$ cat config.mk
export PLATFORM = sky130hd
export DESIGN_NAME = y86_stage_sequencer
export DESIGN_NICKNAME = d
export VERILOG_FILES = /design/src/rtl/y86_stage_sequencer_pkg.sv /design/src/rtl/y86_stage_sequencer_icode_class.sv /design/src/rtl/y86_stage_sequencer.sv
export SDC_FILE = /design/constraint.sdc
export NUM_CORES = 1
export LEC_CHECK = 0
export ABC_AREA = 1
export CAP_MARGIN = 20
export CORE_UTILIZATION = 58
export CTS_BUF_LIST = sky130_fd_sc_hd__clkbuf_2
export DETAILED_ROUTE_END_ITERATION = 8
export PLACE_DENSITY = 0.88
export SLEW_MARGIN = 5
export SYNTH_ARGS = -nofsm -noshare
export SYNTH_HDL_FRONTEND = slang
export SYNTH_SLANG_ARGS = --single-unit
$ cat constraint.sdc
create_clock -name clk -period 2.5 [get_ports clk]
set_input_delay 0.5 -clock clk [delete_from_list [all_inputs] [get_ports clk]]
set_output_delay 0.5 -clock clk [all_outputs]
set_load 0.01 [all_outputs]
$ cat src/rtl/y86_stage_sequencer_pkg.sv
// Shared Y86 definitions: field widths, icode and stat encodings, sequencer states, stage strobe bundle.
package y86_stage_sequencer_pkg;

    localparam int unsigned ADDR_WID = 4;

    localparam logic [ADDR_WID-1:0] IHALT   = 4'h0;
    localparam logic [ADDR_WID-1:0] INOP    = 4'h1;
    localparam logic [ADDR_WID-1:0] IRRMOVL = 4'h2;
    localparam logic [ADDR_WID-1:0] IIRMOVL = 4'h3;
    localparam logic [ADDR_WID-1:0] IRMMOVL = 4'h4;
    localparam logic [ADDR_WID-1:0] IMRMOVL = 4'h5;
    localparam logic [ADDR_WID-1:0] IOPL    = 4'h6;
    localparam logic [ADDR_WID-1:0] IJXX    = 4'h7;
    localparam logic [ADDR_WID-1:0] ICALL   = 4'h8;
    localparam logic [ADDR_WID-1:0] IRET    = 4'h9;
    localparam logic [ADDR_WID-1:0] IPUSHL  = 4'hA;
    localparam logic [ADDR_WID-1:0] IPOPL   = 4'hB;

    localparam logic [ADDR_WID-1:0] SAOK = 4'h1;
    localparam logic [ADDR_WID-1:0] SHLT = 4'h2;
    localparam logic [ADDR_WID-1:0] SADR = 4'h3;
    localparam logic [ADDR_WID-1:0] SINS = 4'h4;

    typedef enum logic [2:0] {
        S_IDLE      = 3'd0,
        S_FETCH     = 3'd1,
        S_DECODE    = 3'd2,
        S_EXECUTE   = 3'd3,
        S_MEMORY    = 3'd4,
        S_WRITEBACK = 3'd5,
        S_PCUPD     = 3'd6,
        S_HALT      = 3'd7
    } state_t;

    typedef struct packed {
        logic f;
        logic d;
        logic e;
        logic m;
        logic w;
        logic pc;
    } strobe_t;

    // Stage strobes belonging to a state; the register write is gated by the instruction class.
    function automatic strobe_t state_strobes(input state_t s, input logic writes_reg);
        strobe_t st;
        st = '0;
        case (s)
            S_FETCH:     st.f  = 1'b1;
            S_DECODE:    st.d  = 1'b1;
            S_EXECUTE:   st.e  = 1'b1;
            S_MEMORY:    st.m  = 1'b1;
            S_WRITEBACK: st.w  = writes_reg;
            S_PCUPD:     st.pc = 1'b1;
            default:     st    = '0;
        endcase
        return st;
    endfunction

endpackage

$ cat src/rtl/y86_stage_sequencer_icode_class.sv
// Combinational instruction classifier: memory access, register write-back, legal opcode.
module y86_stage_sequencer_icode_class
    import y86_stage_sequencer_pkg::*;
(
    input  logic [ADDR_WID-1:0] icode,
    output logic                is_mem_c,
    output logic                writes_reg_c,
    output logic                is_valid_c
);

    // Decode the class flags from the opcode.
    always_comb begin
        is_mem_c     = 1'b0;
        writes_reg_c = 1'b0;
        is_valid_c   = (icode <= IPOPL);
        case (icode)
            IRMMOVL:                             is_mem_c = 1'b1;
            IMRMOVL, ICALL, IRET, IPUSHL, IPOPL: begin
                is_mem_c     = 1'b1;
                writes_reg_c = 1'b1;
            end
            IRRMOVL, IIRMOVL, IOPL:              writes_reg_c = 1'b1;
            IHALT, INOP, IJXX:                   writes_reg_c = 1'b0;
            default: begin
                is_mem_c     = 1'b0;
                writes_reg_c = 1'b0;
            end
        endcase
    end

endmodule

$ cat src/rtl/y86_stage_sequencer.sv
// Multi-cycle Y86 stage sequencer: one stage per state, per-stage strobes, status and counters.
module y86_stage_sequencer
    import y86_stage_sequencer_pkg::*;
#(
    parameter int unsigned CNT_WID = 32,
    parameter int unsigned MEM_TMO = 15
) (
    input  logic                clk,
    input  logic                rst,
    input  logic                run,
    input  logic [ADDR_WID-1:0] icode,
    input  logic                imem_error,
    input  logic                dmem_error,
    input  logic                mem_ready,
    output logic                f_en,
    output logic                d_en,
    output logic                e_en,
    output logic                m_req,
    output logic                w_en,
    output logic                pc_en,
    output logic [ADDR_WID-1:0] stat,
    output logic [CNT_WID-1:0]  cycle_cnt,
    output logic [CNT_WID-1:0]  instr_cnt
);

    localparam int unsigned TMO_WID = (MEM_TMO > 2) ? $clog2(MEM_TMO) : 1;

    state_t              state;
    state_t              state_nxt;
    logic [ADDR_WID-1:0] stat_nxt;
    logic [ADDR_WID-1:0] icode_q;
    logic [ADDR_WID-1:0] class_icode;
    logic [TMO_WID-1:0]  tmo_cnt;
    logic                is_mem_c;
    logic                writes_reg_c;
    logic                is_valid_c;
    strobe_t             stb_nxt;

    // The live fetch bus is classified during FETCH; afterwards the latched opcode is used.
    assign class_icode = (state == S_FETCH) ? icode : icode_q;

    y86_stage_sequencer_icode_class u_class (
        .icode        (class_icode),
        .is_mem_c     (is_mem_c),
        .writes_reg_c (writes_reg_c),
        .is_valid_c   (is_valid_c)
    );

    // Next-state and next-status decode.
    always_comb begin
        state_nxt = state;
        stat_nxt  = stat;
        case (state)
            S_IDLE: begin
                if (run) state_nxt = S_FETCH;
            end
            S_FETCH: begin
                if (imem_error) begin
                    stat_nxt  = SADR;
                    state_nxt = S_HALT;
                end else if (!is_valid_c) begin
                    stat_nxt  = SINS;
                    state_nxt = S_HALT;
                end else begin
                    state_nxt = S_DECODE;
                end
            end
            S_DECODE:  state_nxt = S_EXECUTE;
            S_EXECUTE: begin
                if (icode_q == IHALT) begin
                    stat_nxt  = SHLT;
                    state_nxt = S_HALT;
                end else if (icode_q == INOP) begin
                    state_nxt = S_PCUPD;
                end else if (is_mem_c) begin
                    state_nxt = S_MEMORY;
                end else begin
                    state_nxt = S_WRITEBACK;
                end
            end
            S_MEMORY: begin
                if (mem_ready) begin
                    if (dmem_error) begin
                        stat_nxt  = SADR;
                        state_nxt = S_HALT;
                    end else begin
                        state_nxt = S_WRITEBACK;
                    end
                end else if (tmo_cnt == TMO_WID'(MEM_TMO - 1)) begin
                    stat_nxt  = SADR;
                    state_nxt = S_HALT;
                end
            end
            S_WRITEBACK: state_nxt = S_PCUPD;
            S_PCUPD:     state_nxt = run ? S_FETCH : S_IDLE;
            S_HALT:      state_nxt = S_HALT;
            default:     state_nxt = S_IDLE;
        endcase
        stb_nxt = state_strobes(state_nxt, writes_reg_c);
    end

    // State, status, counters and strobes; strobes are registered from the next state so they track the current state.
    always_ff @(posedge clk) begin
        if (rst) begin
            state     <= S_IDLE;
            stat      <= SAOK;
            icode_q   <= '0;
            tmo_cnt   <= '0;
            cycle_cnt <= '0;
            instr_cnt <= '0;
            {f_en, d_en, e_en, m_req, w_en, pc_en} <= '0;
        end else begin
            state   <= state_nxt;
            stat    <= stat_nxt;
            if (state == S_FETCH) icode_q <= icode;
            tmo_cnt <= (state == S_MEMORY) ? tmo_cnt + TMO_WID'(1) : '0;
            if (state != S_IDLE && state != S_HALT) cycle_cnt <= cycle_cnt + CNT_WID'(1);
            if (state == S_PCUPD) instr_cnt <= instr_cnt + CNT_WID'(1);
            {f_en, d_en, e_en, m_req, w_en, pc_en} <= stb_nxt;
        end
    end

endmodule

==> results of run 1 <==
flip-flops by register name (all words and copies together), names as in the netlist, 3 cells and up:
signal     count
tmo_cnt        4
instr_cnt     32
stat           3
state          3
icode_q        4
cycle_cnt     32
per-stage QoR:
stage / power (mW) / hold slack [ns] / cell area [sq um]
final: 3.15 / 0.500 / 5390
after global routing: 3.34 / 0.524 / 5390
after CTS: 3.15 / 0.502 / 5390
after detailed placement: 2.46 / 0.476 / 5280
after global placement: 2.41 / 0.442 / 5280
after floorplan: 2.21 / 0.430 / 4370
area by class of cell:
cell class	instances	area [sq um]	share of cell area (%)
clock buffer	9	45.0	0.836
clock inverter	7	66.3	1.23
inverter	83	313	5.81
multi-input combinational	462	2310	43.0
sequential	84	1680	31.2
tap	99	124	2.30
timing repair buffer	85	843	15.7
worst min path at each step:
stage / start / endpoint / slack (ns)
2_1_floorplan: tmo_cnt[0] / tmo_cnt[0] / 0.43
3_3_place_gp: tmo_cnt[0] / tmo_cnt[0] / 0.44
3_5_place_dp: cycle_cnt[16] / cycle_cnt[16] / 0.48
4_1_cts: instr_cnt[9] / instr_cnt[9] / 0.50
5_1_grt: stat[2] / stat[2] / 0.52
6_report: instr_cnt[9] / instr_cnt[9] / 0.50
synth_stat cells, types with 3 or more instances:
| master | number |
|---|---|
| dfxtp_1 | 84 |
| nand4_1 | 19 |
| a31oi_1 | 4 |
| o21a_1 | 3 |
| nand3b_1 | 6 |
| ha_1 | 4 |
| nor4_1 | 3 |
| nor3b_1 | 4 |
| or2_2 | 3 |
| xor2_1 | 16 |
| nor2_2 | 5 |
| nand3_1 | 42 |
| o21ai_0 | 32 |
| inv_2 | 3 |
| nor2_4 | 4 |
| inv_1 | 79 |
| nor2_1 | 95 |
| nor3_1 | 23 |
| xnor2_1 | 8 |
| clkbuf_1 | 10 |
| nand2_1 | 139 |
| a21oi_1 | 34 |
| nand2_2 | 5 |
per-layer routing:
metal / part of all wire (%) / GRT usage [%] / routed length (um)
met5: 0 / 0 / 0
met3: 6.6 / 3.82 / 752
met2: 48 / 51.7 / 5520
met1: 42 / 36.8 / 4810
met4: 3.0 / 14.7 / 339
power groups by stage:
stage               Clock [mW]  Sequential, mW  Combinational, mW
CTS                      0.706            1.54              0.900
floorplan                    0            1.56              0.643
global route             0.774            1.56               1.01
detailed placement           0            1.57              0.893
finish                   0.704            1.55              0.905
global placement             0            1.57              0.849
cell families (layout without fill, tap and decap cells):
| group | count (synthesis) | after routing | synth area share (%) |
|---|---|---|---|
| other | 1 | 1 | 0.0858 |
| xor gates and xnor gates | 24 | 24 | 4.81 |
| DFF | 84 | 84 | 38.5 |
| adders and majority gates | 4 | 4 | 1.14 |
| and+or+nand+nor | 357 | 357 | 37.8 |
| buffers and inverters | 96 | 184 | 8.61 |
| AOI/OAI and AO/OA | 76 | 76 | 9.04 |
==> impl_results.md, run 1 <==
- Status: completed
- Final non-filler cell total: about 830
- Startpoint Class: flip-flop
- Setup Skew: between 0.02 and 0.025 ns
- Highest-count cells in the layout ignoring fill and taps: 139 x nand2_1, 95 x nor2_1, 84 x dfxtp_1
- Avg Cell Area, Syn: just under 7 sq um
- PnR worst setup slack: between 0.3 and 0.4 ns
- First-pass GRT wire length: around 18 mm
- Fin. max-slew vios: 0
- Initial core utilization: around three fifths
- Worst VDD drop: around 0.25 mV
- Clk pwr share: roughly 22%
- Slowest CP cell: clkdlybuf4s50_1
- Number of cells on the worst hold path: 2
- Die Y: ~89 um
- Ant diodes: 0
- FF-to-FF setup slack: roughly 0.4 ns
- Vias in the first global route: 4128
- Syn_nets: approximately 660
- WL/cell: 13.8 um
- Nets@finish: ~740
- Sw frac: 36.6%
- Max incr delay on CP: approximately 0.60 ns
- CP arrival: 1.69 ns
- Input/output buffers: just over 80
- Post-CTS Setup Repair Bufs: 0
- Fmax: 457 MHz
- Final antenna-violating net count: 0
- Share of cells above drive strength 1: 6.44%
- CP Class: flip-flop to output port
- Detailed Route WL: 11.4 mm
- Share of the synthesized area in the top cell type: around 38%
- Buffers & Inverters on Critical Path: 1
- Top_reg_cell synth: dfxtp_1
- Clk buf depth: 2
- CP required: 2.00 ns
- Die width: between 80 and 90 um
- Top delay family on crit path: buffers and inverters
- RR Endpoint: pc_en
- Clock-pin transition on the worst setup and hold timing paths: between 0.2 and 0.25 ns
- Num Clock Sinks: between 80 and 90
- FF-to-FF Start: state[2]
- Core area: approximately 7300 sq um
- Vias: between 4000 and 5000
- Worst r2r path cells: 12
- Crit. path cell count: 1
- CTS tree: done
- Critical path cell sequence: clkdlybuf4s50_1
- Sequential share of the synthesized area: approximately two fifths
- Dpl cells: between 800 and 900
- First-pass DRT Iterations: 5
- Relative slew slack: around 62%
- Final Util: around three quarters
- Post-CTS Resized: 0
- Setup TNS: 0 ns
- CP max FO: 8
- Drc violations: 0
- Die area: 7890 sq um
- Yosys cell types: 36
- Placer congestion estimate: ~0.91
- Clk_lat worst skew: 0.53 ns
- DR iter-0 viols: 267
- Num CTS Buffers: 9
- Logic pwr share: 28.7%
- Final Critical Period: approximately 2.2 ns
- Max-Cap Viols: 0
- Setup crit start: instr_cnt[21]
- Register share of total power: between 40% and 50%
- FF+latch count, synth: 84
- Largest net degree at the start of global routing: 35
- Async SR Flop Fraction: 0%
- Synth area leader: dfxtp_1
- Root buffer cell: clkbuf_2
- Post-DP HPWL: about 8.5 mm
- Antenna violations before repair: 0
- Worst min path class: flip-flop to flip-flop
- Mapped cell area: between 4000 and 5000 sq um
- Hold Buf Count CTS: 0
- Unrepaired setup endpoints after global routing: no
- Gr ovfl total: 0
- Leak: roughly 2.1 nW
- Gate Count Post-Synth: around 640
- Top post-synthesis cells by area: dfxtp_1 38%, nand2_1 12%, nor2_1 8.2%, inv_1 6.8%, nand3_1 4.8%
- H-tree depth: 3
- Cell Int Power: 2.00 mW
- Crit path capture type: output port
- Slew @ Worst Pin: roughly 0.56 ns
- Final Hold Fails: 0
- Final setup fails: 0
- Period utilization: slightly below 90%
- Worst Setup EP: instr_cnt[21]
- Row Count: 31
- Ports: 84
- EDFF count, synth: 0
- PwrDens: approximately 600 nW/um^2
- Synth Warn #: 0
- Via density: 5.43
- Fillers: around 600
- Switching power: approximately 1.2 mW
- Layout area overhead: 23.2%
- Total Routing Usage GR: around 30%
- Pre-CTS setup slack: ~0.40 ns
- Commonest non-fill, non-tap cell in the layout: nand2_1
No activity file was read; power rests on OpenSTA's default activity.
==> inputs of run 2 (changes only) <==
--- a/config.mk
+++ b/config.mk
@@ -9,6 +9,7 @@
 export CAP_MARGIN = 20
 export CORE_UTILIZATION = 58
 export CTS_BUF_LIST = sky130_fd_sc_hd__clkbuf_2
+export CTS_CLUSTER_DIAMETER = 120
 export DETAILED_ROUTE_END_ITERATION = 8
 export PLACE_DENSITY = 0.88
 export SLEW_MARGIN = 5
==> constraint.sdc (replaced) <==
create_clock -name clk -period 2.5 [get_ports clk]
set_input_delay 0.25 -clock clk [delete_from_list [all_inputs] [get_ports clk]]
set_output_delay 0.25 -clock clk [all_outputs]
set_load 0.01 [all_outputs]
==> run 2 against run 1 <==
Compared with the run above:
- first-iteration DRC count unchanged
- count of clock-buffer cells in the layout up 2
- final cell count unchanged
- largest cell class unchanged
- clock skew down 0.0015 ns
- total power up 3.0%
- critical path depth up 8
- highest routed layer unchanged
- global-route usage up 1.1 points
- sequential share of layout area down 0.12 points
- hold slack worse by 0.15 ns
==> impl_results.md, run 2 (same netlist as run 1, synthesis figures left out) <==
- Status: completed (unchanged)
- PwrDens: 601 nW/um^2 (was 586 nW/um^2)
- Crit path capture type: flip-flop (was output port)
- Input/output buffers: 82 (unchanged)
- Core area: 7250 sq um (unchanged)
- Ports: 84 (unchanged)
- Antenna violations before repair: 0 (unchanged)
- Root buffer cell: clkbuf_2 (unchanged)
- Fillers: 590 (was 611)
- Clk buf depth: 2 (unchanged)
- Final Hold Fails: 0 (unchanged)
- Final Critical Period: 1.99 ns (was 2.19 ns)
- Share of cells above drive strength 1: 6.44% (unchanged)
- RR Endpoint: cycle_cnt[13] (was pc_en)
- Ant diodes: 0 (unchanged)
- Worst VDD drop: 0.321 mV (was 0.247 mV)
- Clk pwr share: 24.7% (was 22.3%)
- Die Y: 88.8 um (unchanged)
- H-tree depth: 3 (unchanged)
- Drc violations: 0 (unchanged)
- Clock-pin transition on the worst setup and hold timing paths: 0.23 ns (about the same)
- Total Routing Usage GR: 31.1% (was 30.0%)
- Register share of total power: 47.5% (was 49.0%)
- Initial core utilization: 60.3% (unchanged)
- Unrepaired setup endpoints after global routing: no (unchanged)
- CP arrival: 2.45 ns (was 1.69 ns)
- First-pass GRT wire length: 18.9 mm (was 18.4 mm)
- Num CTS Buffers: 9 (unchanged)
- Leak: 2.13 nW (was 2.12 nW)
- Final setup fails: 0 (unchanged)
- Setup TNS: 0 ns (unchanged)
- Number of cells on the worst hold path: 5 (was 2)
- Highest-count cells in the layout ignoring fill and taps: 139 x nand2_1, 95 x nor2_1, 84 x dfxtp_1 (unchanged)
- CP required: 2.95 ns (was 2.00 ns)
- Layout area overhead: 23.7% (was 23.2%)
- Fmax: 502 MHz (was 457 MHz)
- Post-CTS Resized: 0 (unchanged)
- Post-DP HPWL: 8.66 mm (was 8.53 mm)
- WL/cell: 14.1 um (was 13.8 um)
- Top Registers: cycle_cnt (32), instr_cnt (32) (unchanged)
- CP Class: flip-flop to flip-flop (was flip-flop to output port)
- Fin area: 5410 sq um (was 5390 sq um)
- Period utilization: 79.7% (was 87.5%)
- Worst min path class: input pin to flip-flop (was flip-flop to flip-flop)
- Detailed Route WL: 11.7 mm (was 11.4 mm)
- Slew @ Worst Pin: 0.559 ns (was 0.563 ns)
- Setup Skew: 0.0218 ns (was 0.0234 ns)
- Die area: 7890 sq um (unchanged)
- Max-Cap Viols: 0 (unchanged)
- Logic pwr share: 27.8% (was 28.7%)
- CTS tree: done (unchanged)
- Startpoint Class: flip-flop (unchanged)
- DR iter-0 viols: 267 (unchanged)
- Nets@finish: 739 (unchanged)
- FF-to-FF setup slack: 0.51 ns (was 0.41 ns)
- Final antenna-violating net count: 0 (unchanged)
- Hold endpoint: icode_q[0] (was instr_cnt[9])
- Switching power: 1.14 mW (was 1.15 mW)
- Worst r2r path cells: 9 (was 12)
- Hold Buf Count CTS: 0 (unchanged)
- Largest net degree at the start of global routing: 35 (unchanged)
- Sw frac: 35.2% (was 36.6%)
- Gr ovfl total: 0 (unchanged)
- Die width: 88.8 um (unchanged)
- Vias: 4502 (was 4499)
- Cell Int Power: 2.11 mW (was 2.00 mW)
- CP max FO: 9 (was 8)
- Clk_lat worst skew: 0.55 ns (was 0.53 ns)
- Row Count: 31 (unchanged)
- First-pass DRT Iterations: 5 (unchanged)
- Relative slew slack: 62.5% (was 62.2%)
- Final Util: 74.5% (was 74.3%)
- Vias in the first global route: 4249 (was 4128)
- Num Clock Sinks: 84 (unchanged)
- Placed Area: 5280 sq um (unchanged)
- Post-CTS Setup Repair Bufs: 0 (unchanged)
- Fin. max-slew vios: 0 (unchanged)
- Placer congestion estimate: 0.949 (was 0.912)
- Worst hold start: icode[0] (was instr_cnt[9])
- Commonest non-fill, non-tap cell in the layout: nand2_1 (unchanged)
- Via density: 5.43 (about the same)
- FF-to-FF Start: state[2] (unchanged)
run 2: worst max-delay path by stage:
stage / start / to / slack, ns / depth (start not counted)
after floorplan: instr_cnt[0] / instr_cnt[26] / 0.84 / 9
after global placement: state[2] / w_en / 0.66 / 12
after detailed placement: state[2] / m_req / 0.54 / 10
after CTS: state[2] / m_req / 0.50 / 10
after global routing: state[2] / w_en / 0.21 / 12
final: state[2] / cycle_cnt[13] / 0.51 / 9
run 2: stage by stage:
stage	worst slack (ns)	cells	total power, mW	hold slack, ns
2_1_floorplan	0.839	642	2.21	0.414
3_5_place_dp	0.536	813	2.46	0.470
3_3_place_gp	0.656	813	2.41	0.442
4_1_cts	0.501	829	3.26	0.332
5_1_grt	0.210	829	3.46	0.356
6_report	0.508	829	3.25	0.353
run 2: cell type report:
class	count	area (sq um)	area share, %
Clock buffer	11	55.1	1.02
Inverter	83	313	5.79
Multi-Input combinational cell	462	2310	42.8
Timing Repair Buffer	85	843	15.6
Tap cell	99	124	2.29
Sequential cell	84	1680	31.1
Clock inverter	5	76.3	1.41
run 2: power by group through the flow:
stage / Clock (mW) / Sequential [mW] / Combinational, mW
after floorplan: 0 / 1.56 / 0.643
after global placement: 0 / 1.56 / 0.852
after detailed placement: 0 / 1.57 / 0.887
after CTS: 0.812 / 1.54 / 0.900
after global routing: 0.879 / 1.56 / 1.02
final: 0.803 / 1.54 / 0.904
run 2: worst max-delay path, cell delays in order, from the launching register on:
cell and delay [ns]:
dfxtp_1 0.59, clkinv_2 0.21, nand2_4 0.13, nand2_4 0.10, inv_1 0.17, nand2_1 0.14, nor2_4 0.19, nand3_1 0.12
o21ai_0 0.17, a21oi_1 0.06
run 2: per-layer routing:
layer  global-route usage (%)  share of wire [%]  vias up  routed length [um]
met1                     37.2                 42     2026                4860
met5                        0                  0        -                   0
met3                     5.69                6.3       49                 737
li1                         -                  -     2228                   -
met2                     52.0                 48      199                5640
met4                     18.6                3.8        0                 439
==> RTL edit 1, RTL diff (config.mk and constraints of run 2) <==
Put one more register stage on the output `instr_cnt`, cleared by the reset. The value now appears one clock later. The other outputs are not delayed to match.
--- a/src/rtl/y86_stage_sequencer.sv
+++ b/src/rtl/y86_stage_sequencer.sv
@@ -26,2 +26,4 @@
     localparam int unsigned TMO_WID = (MEM_TMO > 2) ? $clog2(MEM_TMO) : 1;
+
+    logic [CNT_WID-1:0] instr_cnt_s0;
 
@@ -109,3 +111,3 @@
             cycle_cnt <= '0;
-            instr_cnt <= '0;
+            instr_cnt_s0 <= '0;
             {f_en, d_en, e_en, m_req, w_en, pc_en} <= '0;
@@ -117,4 +119,12 @@
             if (state != S_IDLE && state != S_HALT) cycle_cnt <= cycle_cnt + CNT_WID'(1);
-            if (state == S_PCUPD) instr_cnt <= instr_cnt + CNT_WID'(1);
+            if (state == S_PCUPD) instr_cnt_s0 <= instr_cnt_s0 + CNT_WID'(1);
             {f_en, d_en, e_en, m_req, w_en, pc_en} <= stb_nxt;
+        end
+    end
+
+    always_ff @(posedge clk) begin
+        if (rst) begin
+            instr_cnt <= '0;
+        end else begin
+            instr_cnt <= instr_cnt_s0;
         end
Check against the original RTL: not equivalent (a bounded check fails within 10 cycles, from zero or initial values and one cycle with rst high).
==> RTL edit 1 against run 2 <==
  * First-iteration DRC count increased by 30%
  * Worst setup slack got worse by 0.13 ns
  * Area after synthesis increased by 19%
  * Power increased by 41%
  * Sequential cell count increased by 32
  * Cell count increased by 14%
  * Critical path depth decreased by 2
  * Via count increased by 12%
  * Routed wire length increased by 3.1%
  * Hold slack got worse by 0.30 ns
  * Final area increased by 19%
  * Critical endpoint unchanged
  * Largest power group unchanged
==> RTL edit 1: results (changes against run 2) <==
hold_path_depth: 3  # was 5
place_area_um2: 6090  # was 5280 um^2
cp_max_fo: 11  # was 9
grt_usage: 0.268  # was 0.311
finClkSkew_ns: 0.0275  # was 0.0218 ns
grt_pass1_vias: 4790  # was 4249
cellLeakagePower_nw: 2.47  # was 2.13 nW
drive_above_1_share: 0.0732  # was 0.0644
cts_resized: 0  # unchanged
drtPass1Iterations: 5  # unchanged
reg_top3: "cycle_cnt x32, instr_cnt x32, instr_cnt_s0 x32"  # was cycle_cnt x32, instr_cnt x32
diodes: 0  # unchanged
root_buffer: "clkbuf_2"  # unchanged
ys_seq_area_frac: 0.447  # was 0.385
met3_length_um: 776  # was 737 um
synth_common_cells: "154 x nand2_1, 125 x nor2_1, 116 x dfxtp_1"  # was 139 x nand2_1, 95 x nor2_1, 84 x dfxtp_1
dr_total_vias: 5024  # was 4502
yosysUniqueCellTypes: 38  # was 36
r2r_cells: 7  # was 9
hold_path.class: "primary input to flop"  # unchanged
synth.area.top_cells: "dfxtp_1 45%, nand2_1 11%, nor2_1 9.0%"  # was dfxtp_1 38%, nand2_1 12%, nor2_1 8.2%
min_to: "stat[0]$_SDFFE_PP1P_"  # was icode_q[0]$_SDFF_PP0_
p_int_mw: 3.15  # was 2.11 mW
cts.clk_slew.worst_paths_ns: 0.17  # was 0.23 ns
slew_headroom: 0.506  # was 0.625
cts_max_level: 4  # was 3
peakVddDrop_v: 0.000599  # was 0.000321 V
ant_nets: 0  # unchanged
reg2reg_slack_ns: 0.37  # was 0.51 ns
fin_nets: 834  # was 739
pre_cts_slack_ns: 0.433  # was 0.536 ns
routedWlPerCell_um: 12.8  # was 14.1 um
rr_endpoint: "cycle_cnt[13]$_SDFFE_PP0P_"  # unchanged
met1Wirelength_um: 5000  # was 4860 um
synthesis.nets: 746  # was 656
gp_congestion: 0.950  # was 0.949
grt_max_degree: 73  # was 35
synthArstFlopShare: 0  # unchanged
dpl.hpwl_um: 8790  # was 8660 um
path_class: "flop to flop"  # unchanged
final_hold_viol_count: 0  # unchanged
antenna_found_initial: 0  # unchanged
clk_latency_ns: 0.68  # was 0.55 ns
wl_met2_um: 5880  # was 5640 um
drt_iter0_drc: 348  # was 267
cts_inserted_buffers: 17  # was 9
hp-start: "rst"  # was icode[0]
worstPathArrival_ns: 2.69  # was 2.45 ns
port-buffer-count: 82  # unchanged
status: "finished, final reports clean"  # unchanged
grt_pass1_wl_um: 20600  # was 18900 um
## RTL edit 1: cell types whose count changed in the layout (fill, tap and decap cells not counted), sizes merged, moves of 7 or more
cell,change
clkbuf,+7
a21oi,+9
inv,+16
nor2,+27
nand2,+11
dfxtp,+32
## RTL edit 1: kinds of logic (layout without fill, tap and decap cells)
logic type / count (synthesis) / after routing / share of synthesized area
AO/OA/AOI/OAI: 89 / 89 / 0.0901
XOR/XNOR: 18 / 18 / 0.0304
adder cells (fa/ha/maj): 4 / 4 / 0.00964
buffers and inverters: 114 / 215 / 0.0870
flip-flops: 116 / 116 / 0.447
other: 1 / 1 / 0.000722
AND/OR/NAND/NOR: 390 / 390 / 0.335
## RTL edit 1: critical path: stages, from the launching register on
cell and delay [ns]:
dfxtp_1 0.58, inv_4 0.12, a21oi_2 0.48, nand4_1 0.32, nor2_1 0.21, nand3_1 0.10, xor2_1 0.15, nor2_1 0.05
## RTL edit 1: metrics by stage
stage	hold slack (ns)	std cells
2_1_floorplan	0.430	732
3_3_place_gp	0.438	909
3_5_place_dp	0.465	909
4_1_cts	0.0603	941
5_1_grt	0.0250	941
6_report	0.0513	941
## RTL edit 1: worst max path at each step
stage / to / slack, ns
2_1_floorplan: instr_cnt_s0[18]$_SDFFE_PP0N_ / 0.98
3_3_place_gp: cycle_cnt[13]$_SDFFE_PP0P_ / 0.56
3_5_place_dp: cycle_cnt[13]$_SDFFE_PP0P_ / 0.43
4_1_cts: cycle_cnt[13]$_SDFFE_PP0P_ / 0.43
5_1_grt: cycle_cnt[13]$_SDFFE_PP0P_ / 0.24
6_report: cycle_cnt[13]$_SDFFE_PP0P_ / 0.37
## RTL edit 1: area by class of cell
type,count,area [um^2]
Inverter,98,373
Clock inverter,14,233
Multi-Input combinational cell,502,2420
Tap cell,108,135
Fill cell,662,2270
Sequential cell,116,2320
Timing Repair Buffer,85,838
Clock buffer,18,90.1
## RTL edit 1: metal layers
| metal | GRT usage | vias to the layer above |
|---|---|---|
| li1 | - | 2522 |
| met1 | 0.308 | 2262 |
| met2 | 0.459 | 198 |
| met3 | 0.0730 | 42 |
| met4 | 0.129 | 0 |
| met5 | 0 | - |
## RTL edit 1: power groups by stage
stage	sequential (mW)	combinational [mW]	clock, mW
after floorplan	2.07	0.714	0
after global placement	2.08	0.893	0
after detailed placement	2.09	0.922	0
after CTS	2.05	0.937	1.59
after global routing	2.06	1.06	1.69
final	2.05	0.947	1.58
==> RTL edit 2, RTL diff (flow settings as in run 2) <==
Without the edit above. `CNT_WID`: 32 -> 16.
--- a/src/rtl/y86_stage_sequencer.sv
+++ b/src/rtl/y86_stage_sequencer.sv
@@ -4,3 +4,3 @@
 #(
-    parameter int unsigned CNT_WID = 32,
+    parameter int unsigned CNT_WID = 16,
     parameter int unsigned MEM_TMO = 15
Interface: changed (resized cycle_cnt and instr_cnt); port bits go from 84 to 52. The function was not compared with the original's and may differ.
==> RTL edit 2 against run 2 <==
  * Area after synthesis fell by 42%
  * Count of clock-buffer cells in the layout down 6
  * Synthesized cell count shrank 44%
  * Final area fell by 42%
  * Maximum frequency grew 11%
  * Largest power group unchanged
  * Power shrank 27%
  * Routed wire length decreased by 53%
  * Sequential cell count is 32 lower
  * Worst setup slack better by 0.20 ns
==> RTL edit 2: results (changes against run 2) <==
r2r-start: "state[0]$_SDFF_PP0_"  # was state[2]$_SDFF_PP0_
reg_top3: "cycle_cnt x16, instr_cnt x16"  # was cycle_cnt x32, instr_cnt x32
finClkSkew_ns: 0.0250  # was 0.0218 ns
cts_max_level: 2  # was 3
syn_area_per_cell_um2: 7.00  # was 6.81 um^2
drtPass1Iterations: 4  # was 5
worstPathArrival_ns: 1.54  # was 2.45 ns
postCtsSetupBuffers: 0  # unchanged
place_area_um2: 3070  # was 5280 um^2
dpl.hpwl_um: 4010  # was 8660 um
synth_common_cells: "77 x nand2_1, 52 x dfxtp_1, 44 x nor2_1"  # was 139 x nand2_1, 95 x nor2_1, 84 x dfxtp_1
synth.area.top_cells: "dfxtp_1 41%, nand2_1 11%, nor2_1 6.5%"  # was dfxtp_1 38%, nand2_1 12%, nor2_1 8.2%
peakVddDrop_v: 0.000430  # was 0.000321 V
cp_max_fo: 7  # was 9
cts_inserted_buffers: 5  # was 9
yosysUniqueCellTypes: 32  # was 36
dpl.cell_count: 457  # was 813
cpMaxStageDelayCell: "clkdlybuf4s50_1"  # was dfxtp_1
grt_usage: 0.263  # was 0.311
drt_iter0_drc: 174  # was 267
clk_latency_ns: 0.44  # was 0.55 ns
port-buffer-count: 50  # was 82
status: "finished, final reports clean"  # unchanged
grt_pass1_vias: 2178  # was 4249
gp_congestion: 0.850  # was 0.949
nFillCells: 320  # was 590
final_cells: 465  # was 829
path_delay_family: "buffers and inverters"  # was simple AND/OR/NAND/NOR gates
routedWlPerCell_um: 11.7  # was 14.1 um
grt_max_degree: 26  # was 35
pre_cts_slack_ns: 0.777  # was 0.536 ns
worst_slew_pin_slew_ns: 0.658  # was 0.559 ns
crit_start: "instr_cnt[3]$_SDFFE_PP0N_"  # was state[2]$_SDFF_PP0_
grt_pass1_wl_um: 9170  # was 18900 um
synthesis.nets: 376  # was 656
==> RTL edit 2: power by group through the flow <==
| stage | registers, mW | clock network [mW] | logic [mW] |
|---|---|---|---|
| after floorplan | 1.05 | 0 | 0.631 |
| after global placement | 1.05 | 0 | 0.880 |
| after detailed placement | 1.06 | 0 | 0.894 |
| after CTS | 1.04 | 0.448 | 0.900 |
| after global routing | 1.06 | 0.477 | 1.02 |
| final | 1.04 | 0.432 | 0.903 |
==> RTL edit 2: area by class of cell <==
class                           count  area (um^2)  area share
Clock buffer                        5         25.0     0.00796
Clock inverter                      3         42.5      0.0135
Timing Repair Buffer               51          508       0.162
Sequential cell                    52         1040       0.331
Inverter                           48          180      0.0573
Tap cell                           50         62.6      0.0199
Multi-Input combinational cell    256         1280       0.408
==> RTL edit 2: per-layer routing <==
metal | up-vias | track usage | wire, um
met5 | - | 0 | 0
met4 | 0 | 0.0938 | 87
met3 | 9 | 0.0600 | 234
met2 | 60 | 0.440 | 2530
met1 | 1061 | 0.327 | 2590
li1 | 1255 | - | -
==> RTL edit 2: cells by family (layout without fill, tap and decap cells) <==
kind of cell,after synthesis,count (layout),synth area share
AND/OR/NAND/NOR,190,190,0.350
AO/OA/AOI/OAI,53,53,0.107
adder cells (fa/ha/maj),4,4,0.0198
buffers and inverters,54,107,0.0830
other,1,1,0.00148
flip-flops,52,52,0.411
XOR/XNOR,8,8,0.0277
==> RTL edit 2: worst paths after layout <==
| path | to | slack [ns] | cells past startpoint |
|---|---|---|---|
| worst max-delay path | instr_cnt[3] | 0.71 | 1 |
| worst min-delay path | icode_q[0]$_SDFF_PP0_ | 0.47 | 3 |
| worst max register to register | cycle_cnt[14]$_SDFFE_PP0P_ | 0.75 | 10 |
| worst min register to register | stat[0]$_SDFFE_PP1P_ | 0.48 | 2 |
